==> src/rtl/e203_ifu_flush_ctrl_pkg.sv <==
// Shared sizing and FSM state type for the IFU flush controller.
package e203_ifu_flush_ctrl_pkg;

  localparam int unsigned DEF_PC_SIZE  = 32;
  localparam int unsigned DEF_OUTS_W   = 2;
  localparam int unsigned DEF_MAX_OUTS = 2;
  localparam int unsigned FLUSH_CNT_W  = 32;

  typedef enum logic [1:0] {
    ST_IDLE  = 2'd0,
    ST_DRAIN = 2'd1,
    ST_REDIR = 2'd2
  } flush_state_e;

endpackage

==> src/rtl/e203_ifu_outs_cnt.sv <==
// Saturating up/down counter of in-flight ifetch requests; exposes next value for lookahead.
module e203_ifu_outs_cnt #(
  parameter int unsigned OUTS_W   = 2,
  parameter int unsigned MAX_OUTS = 2
) (
  input  logic              clk,
  input  logic              rst_n,
  input  logic              clr_i,
  input  logic              inc_i,
  input  logic              dec_i,
  output logic [OUTS_W-1:0] cnt_o,
  output logic [OUTS_W-1:0] cnt_nxt_o
);

  localparam logic [OUTS_W-1:0] MAX_V = OUTS_W'(MAX_OUTS);

  logic [OUTS_W-1:0] cnt_q, cnt_d;

  // Simultaneous inc and dec cancel; each direction clamps at its bound.
  always_comb begin
    cnt_d = cnt_q;
    if (clr_i) begin
      cnt_d = '0;
    end else if (inc_i && !dec_i) begin
      if (cnt_q < MAX_V) cnt_d = cnt_q + OUTS_W'(1);
    end else if (dec_i && !inc_i) begin
      if (cnt_q != '0) cnt_d = cnt_q - OUTS_W'(1);
    end
  end

  always_ff @(posedge clk) begin
    if (rst_n) cnt_q <= '0;
    else       cnt_q <= cnt_d;
  end

  assign cnt_o     = cnt_q;
  assign cnt_nxt_o = cnt_d;

endmodule

==> src/rtl/e203_ifu_flush_ctrl.sv <==
// IFU receiver of commit-stage flushes: acks, drains outstanding fetches, then redirects PC-gen once.
module e203_ifu_flush_ctrl
  import e203_ifu_flush_ctrl_pkg::*;
#(
  parameter int unsigned PC_SIZE  = DEF_PC_SIZE,
  parameter int unsigned OUTS_W   = DEF_OUTS_W,
  parameter int unsigned MAX_OUTS = DEF_MAX_OUTS
) (
  input  logic                   clk,
  input  logic                   rst_n,
  input  logic                   excp_flush_req,
  output logic                   excp_flush_ack,
  input  logic [PC_SIZE-1:0]     excp_flush_pc,
  input  logic                   brchmis_flush_req,
  output logic                   brchmis_flush_ack,
  input  logic [PC_SIZE-1:0]     brchmis_flush_add_op1,
  input  logic [PC_SIZE-1:0]     brchmis_flush_add_op2,
  input  logic                   ifetch_req_hsked,
  input  logic                   ifetch_rsp_hsked,
  output logic                   fetch_block,
  output logic                   drop_rsp,
  output logic                   redirect_valid,
  output logic [PC_SIZE-1:0]     redirect_pc,
  input  logic                   redirect_ready,
  output logic [OUTS_W-1:0]      outs_cnt,
  output logic [FLUSH_CNT_W-1:0] flush_cnt
);

  flush_state_e             state_q, state_d;
  logic [PC_SIZE-1:0]       target_q, target_d;
  logic [FLUSH_CNT_W-1:0]   flush_cnt_q;
  logic [OUTS_W-1:0]        outs_cur, outs_nxt;
  logic [PC_SIZE-1:0]       brch_target;
  logic                     flush_acc;

  e203_ifu_outs_cnt #(
    .OUTS_W   (OUTS_W),
    .MAX_OUTS (MAX_OUTS)
  ) u_outs_cnt (
    .clk       (clk),
    .rst_n     (rst_n),
    .clr_i     (1'b0),
    .inc_i     (ifetch_req_hsked),
    .dec_i     (ifetch_rsp_hsked),
    .cnt_o     (outs_cur),
    .cnt_nxt_o (outs_nxt)
  );

  // Exception flushes are taken anywhere; branch flushes only when idle and unopposed.
  assign excp_flush_ack    = excp_flush_req;
  assign brchmis_flush_ack = brchmis_flush_req & ~excp_flush_req & (state_q == ST_IDLE);
  assign flush_acc         = excp_flush_ack | brchmis_flush_ack;
  assign brch_target       = brchmis_flush_add_op1 + brchmis_flush_add_op2;

  always_comb begin
    target_d = target_q;
    if (flush_acc) begin
      target_d    = excp_flush_ack ? excp_flush_pc : brch_target;
      target_d[0] = 1'b0;
    end
  end

  always_comb begin
    state_d = state_q;
    if (flush_acc) begin
      state_d = (outs_nxt == '0) ? ST_REDIR : ST_DRAIN;
    end else begin
      case (state_q)
        ST_IDLE:  state_d = ST_IDLE;
        ST_DRAIN: if (outs_nxt == '0) state_d = ST_REDIR;
        ST_REDIR: if (redirect_ready) state_d = ST_IDLE;
        default:  state_d = ST_IDLE;
      endcase
    end
  end

  always_ff @(posedge clk) begin
    if (rst_n) begin
      state_q     <= ST_IDLE;
      target_q    <= '0;
      flush_cnt_q <= '0;
    end else begin
      state_q     <= state_d;
      target_q    <= target_d;
      flush_cnt_q <= flush_cnt_q + FLUSH_CNT_W'(flush_acc);
    end
  end

  // Responses landing in the accept cycle still belong to the squashed stream.
  assign fetch_block    = (state_q != ST_IDLE) | flush_acc;
  assign drop_rsp       = (state_q == ST_DRAIN) | flush_acc;
  assign redirect_valid = (state_q == ST_REDIR);
  assign redirect_pc    = target_q;
  assign outs_cnt       = outs_cur;
  assign flush_cnt      = flush_cnt_q;

endmodule

==> config.mk <==
export PLATFORM = sky130hd
export DESIGN_NAME = e203_ifu_flush_ctrl
export DESIGN_NICKNAME = d
export VERILOG_FILES = /design/src/rtl/e203_ifu_flush_ctrl_pkg.sv /design/src/rtl/e203_ifu_outs_cnt.sv /design/src/rtl/e203_ifu_flush_ctrl.sv
export SDC_FILE = /design/constraint.sdc
export NUM_CORES = 1
export LEC_CHECK = 0
export ABC_CLOCK_PERIOD_IN_PS = 7000
export CORE_MARGIN = 1
export CORE_UTILIZATION = 35
export CTS_CLUSTER_DIAMETER = 150
export CTS_CLUSTER_SIZE = 16
export DETAILED_ROUTE_END_ITERATION = 6
export PLACE_DENSITY = 0.66
export SLEW_MARGIN = 15
export SYNTH_ARGS = -nofsm -noshare
export SYNTH_HDL_FRONTEND = slang
export SYNTH_SLANG_ARGS = --single-unit
==> constraint.sdc <==
create_clock -name clk -period 7 [get_ports clk]
set_input_delay 1.75 -clock clk [delete_from_list [all_inputs] [get_ports clk]]
set_output_delay 1.75 -clock clk [all_outputs]
set_load 0.1 [all_outputs]
== Word level (Yosys, flattened, before mapping) ==
Index checks and enable logic that the tools add are counted.
Storage, ports and cells
  flip-flop bits (word level): 67
  input bits: 103
  output and inout port bits: 71
  logic and storage cells: 38
Operators by class
  add/subtract/negate cells: 4
  order comparisons: 1
  equality and inequality tests: 4
  multiplexer cells: 10
  bitwise operators: 6
  reduce and logical (&&, ||, !) cells: 9
Operator list (count)
  32-bit by 1-bit adder with 32-bit output: 1
  32-bit adder: 1
  32-bit 2-to-1 mux: 1
  2-bit 2-to-1 mux: 8
  2-bit zero test: 2
  2-bit one-hot mux with 2 select lines: 1
  2-bit nonzero test: 2
  3-bit by 1-bit inequality test with 1-bit output, second input constant: 1
  3-bit inequality test, second input constant: 1
  1-bit OR: 3
  2-bit by 1-bit adder with 2-bit output, second input constant: 1
  1-bit bitwise AND: 2
  2-bit by 1-bit equality test with 1-bit output, second input constant: 1
  2-bit equality test, second input constant: 1
  1-bit logical AND: 2
  1-bit zero test: 2
  2-bit less-than comparator, second input constant: 1
  2-bit AND reduction: 1
  2-bit by 1-bit subtractor with 2-bit output, second input constant: 1
  1-bit NOT: 1

== Depth between registers and ports, before layout ==
  depth after elaboration: 8
  depth in mapped cells: 12
  gate-level depth less buffers: 12

== Modules after synthesis ==
From an unflattened synthesis, not the netlist that was laid out.
Unflattened totals
  cell total of the unflattened synthesis: 616
  area total of the unflattened synthesis: 4794.6 sq um
Modules (own cells, without submodules)
  e203_ifu_flush_ctrl: times used 1, cells an instance 599, area each 4606.9 sq um, seq. area each 1301.2 sq um
  e203_ifu_outs_cnt: times used 1, cells an instance 17, area each 187.7 sq um, seq. area each 40.0 sq um

== Worst setup path before layout ==
No wires, ideal clock.
  path type: input port to output port
  start: in excp_flush_req
  end: out brchmis_flush_ack
  arrival time: 3.405 ns
  data required time: 5.250 ns
  path slack: 1.845 ns
  stages: 2
  buffers on the path: 1
  cells stage by stage: clkbuf_1 > nor2_1
On the way
  longest elaborated chain between the ends: 3
RTL lines
  start: declaration: line e203_ifu_flush_ctrl.sv:11  | input logic excp_flush_req,
  1-bit NOT: line e203_ifu_flush_ctrl.sv:51  | assign brchmis_flush_ack = brchmis_flush_req & ~excp_flush_req & (state_q == ST_IDLE);
  1-bit bitwise AND (2 in a row): line e203_ifu_flush_ctrl.sv:51
  end: declaration: line e203_ifu_flush_ctrl.sv:15  | output logic brchmis_flush_ack,
Every way passes these cells.

== Worst setup path after layout ==
  start: in brchmis_flush_req
  end: out drop_rsp
On the way
  longest elaborated chain between the ends: 4
RTL lines
  start: declaration: line e203_ifu_flush_ctrl.sv:14  | input logic brchmis_flush_req,
  1-bit bitwise AND (2 in a row): line e203_ifu_flush_ctrl.sv:51
  1-bit OR: line e203_ifu_flush_ctrl.sv:52  | assign flush_acc = excp_flush_ack | brchmis_flush_ack;
  net flush_acc: line e203_ifu_flush_ctrl.sv:34  | logic flush_acc;
  1-bit OR: line e203_ifu_flush_ctrl.sv:91  | assign drop_rsp = (state_q == ST_DRAIN) | flush_acc;
  end: declaration: line e203_ifu_flush_ctrl.sv:21  | output logic drop_rsp,
The timed path passes the listed nets, and every way through them passes these cells.

==> metrics.txt <==
status=finished clean; Synth top area share=0.2871; Die Y=117.5 µm; DRT antenna net count=0; top post-synthesis cells by area=dfxtp_1 (29%), ha_1 (9.4%), a21oi_1 (6.4%), nand2_1 (5.5%), nor2_1 (5.5%); clk sinks=67; Die W=117.5 µm; GR Util All Layers=0.2124; worst stage delay on the critical path=0.42 ns; H-tree depth=3; Synthesis Warnings=0; CTS clk-pin slew, worst paths=0.06 ns; Worst setup SP type=input port; Site Rows=41; Final Hold Viols=0; vias per cell=5.301; reg2reg start=state_q[0]$_SDFFE_PP0P_; CTS max path bufs=2; worst-path fanout max=34; Worst VDD drop=129.1 µV; Hold Crit Start=redirect_pc[6]$_SDFFE_PP0P_; RSZ-0062 raised after global routing=false; sequential share of power=0.283; area growth from synthesis to layout=46.79%; FFs w/ async S/R, synth=0; busiest layer in global routing=met2; vias in the first global route=4959; largest net degree at the start of global routing=72; Mean Syn Cell Area=7.722 µm²; r2r setup slk=3.88 ns; hold_buf cts=0; initial antenna violation count=0; clock power share=0.362; slowest stage cell on the critical path=clkdlybuf4s50_1; Power Density=214.7 mW/mm²; Max Slew Vio Count=0; clock skew=0.008265 ns; Arr. time, crit path=3.23 ns; layout cells sized above 1=0.05332; Post-synth EDFFs=0; Yosys cell types=60; DIE AREA=0.01381 mm²; most frequent cells after synthesis=nand2_1 (68), nor2_1 (68), dfxtp_1 (67); Resize count post-CTS=0; DR vias=4988; Sw Share=0.3631; Seq/Total Area, Yosys=0.2871; CTS tree=yes; # Max-Cap Violations=0; worst skew pair latency=0.34 ns; CP startpoint=brchmis_flush_req; cell taking the most area after synthesis=dfxtp_1; Gate power share=0.355; clock root buffer=clkbuf_16; Crit Path Category=in -> out; Initial Util=0.3643; Internal=0.0009377 W; Core Area=0.01282 mm²; port bufs=171; Final Cycle Share=0.7111; met1 Usage GRT=0.2735; Critical R2R Capture=flush_cnt[28]$_SDFF_PP0_; drt pass-1 iters=4; required time worst endpoint=5.25 ns; Detail Placement HPWL=10910 µm; Setup crit end kind=primary output; Net Switching=0.0005346 W; DR iter-0 viols=274; M2 GR Usage=0.3602; synthesized cell area=0.004672 mm²; drt wl/cell=15.50 µm; Leak=2.686 nW; post-synthesis cell count=605; worst hold-check path type=reg -> reg; DRT Wirelength=14590 µm; postcts setup bufs=0; setup TNS=0 ns; fmax=0.2009 GHz; Worst Hold Margin=0.4796 ns; Hold Path End=redirect_pc[6]$_SDFFE_PP0P_; gp weighted congestion=0.8480; syn_nets=744; TritonCTS Buffers=9; number of remaining DRC errors=0; headroom to the max-slew limit=0.3116; Yosys reg bits=67; Worst-Margin Slew=1.029 ns; Antenna diodes=0; worst-path cell chain=clkdlybuf4s50_1 -> nand2_1 -> buf_4 -> nand2_1 -> a21oi_1 -> inv_1 -> buf_4; R2R cell count=13; met3 usage=0.03537; # setup viols final=0; hold path cells=2; min Tclk post-route=4.978 ns; final net count=903; boundary pin count=174; most common flop cell mapped by yosys=dfxtp_1; GRT Residual Overflow=0; first-pass GRT wire length=24040 µm
state kept, by name, indices dropped and copies added (netlist names):
signal and count:
flush_cnt 32, redirect_pc 31, state_q 2, u_outs_cnt.cnt_o 2
worst max path at each step:
stage / endpoint / slack [ns] / cells after the start
finish: drop_rsp / 2.02 / 7
global route: drop_rsp / 1.90 / 7
CTS: drop_rsp / 2.01 / 7
detailed placement: drop_rsp / 2.01 / 7
global placement: drop_rsp / 2.02 / 7
floorplan: brchmis_flush_ack / 1.85 / 2
through the flow:
step | cell area [µm²] | std cells | worst slack [ns] | utilization | total power (W)
finish | 6858 | 941 | 2.022 | 0.5347 | 0.001472
global placement | 6507 | 925 | 2.021 | 0.5074 | 0.0009374
floorplan | 4672 | 605 | 1.845 | - | 0.0007874
detailed placement | 6507 | 925 | 2.011 | 0.5074 | 0.0009430
CTS | 6858 | 941 | 2.005 | 0.5347 | 0.001478
global route | 6858 | 941 | 1.903 | 0.5347 | 0.001537
worst max-delay path: cells and delay by family:
kind	cells	cell delay [ns]
buffers and inverters	4	1.10
AO/OA/AOI/OAI	1	0.17
AND/OR/NAND/NOR	2	0.19
cell type report:
class	count	area [µm²]
Clock inverter	7	125.1
Tap cell	172	215.2
Multi-Input combinational cell	490	3141
Sequential cell	67	1341
Inverter	19	71.32
Fill cell	1232	5967
Timing Repair Buffer	177	1739
Clock buffer	9	225.2
metal layers:
metal | vias up | routed length (µm)
met5 | - | 0
met2 | 170 | 6882
met1 | 2303 | 6626
met3 | 20 | 883
li1 | 2495 | -
met4 | 0 | 195
kinds of logic after synthesis:
kind of cell	after synthesis	synth area share
buffers and inverters	48	0.04070
xor gates and xnor gates	40	0.07499
AOI/OAI and AO/OA	178	0.2555
adders and majority gates	36	0.09802
muxes	5	0.01178
and+or+nand+nor	230	0.2311
DFF	67	0.2871
other	1	0.0008027
cells in the final DEF, fill, tap and decap left out, drive strengths merged, types with 2 or more instances in the layout:
master and count:
a2111oi 4, a211o 4, a211oi 13, a21o 18, a21oi 60, a221oi 8
a311oi 9, a31oi 5, and2 9, and3 15, buf 11, bufinv 3
clkbuf 9, clkdlybuf4s50 166, clkinv 4, dfxtp 67, ha 35, inv 19
mux2 4, nand2 68, nand2b 5, nand3 15, nand3b 2, nand4 11
nor2 68, nor2b 5, nor3 15, o21a 6, o21ai 32, o21ba 3
o21bai 3, o22ai 2, o31a 3, o31ai 2, or3 13, xnor2 18
xor2 22
power by group through the flow:
stage / combinational, W / clock [W] / sequential, W
finish: 0.000523 / 0.000534 / 0.000416
global route: 0.000558 / 0.000560 / 0.000419
CTS: 0.000522 / 0.000541 / 0.000416
detailed placement: 0.000519 / 0 / 0.000424
global placement: 0.000514 / 0 / 0.000424
floorplan: 0.000225 / 0 / 0.000562
(Power assumes the default switching activity.)
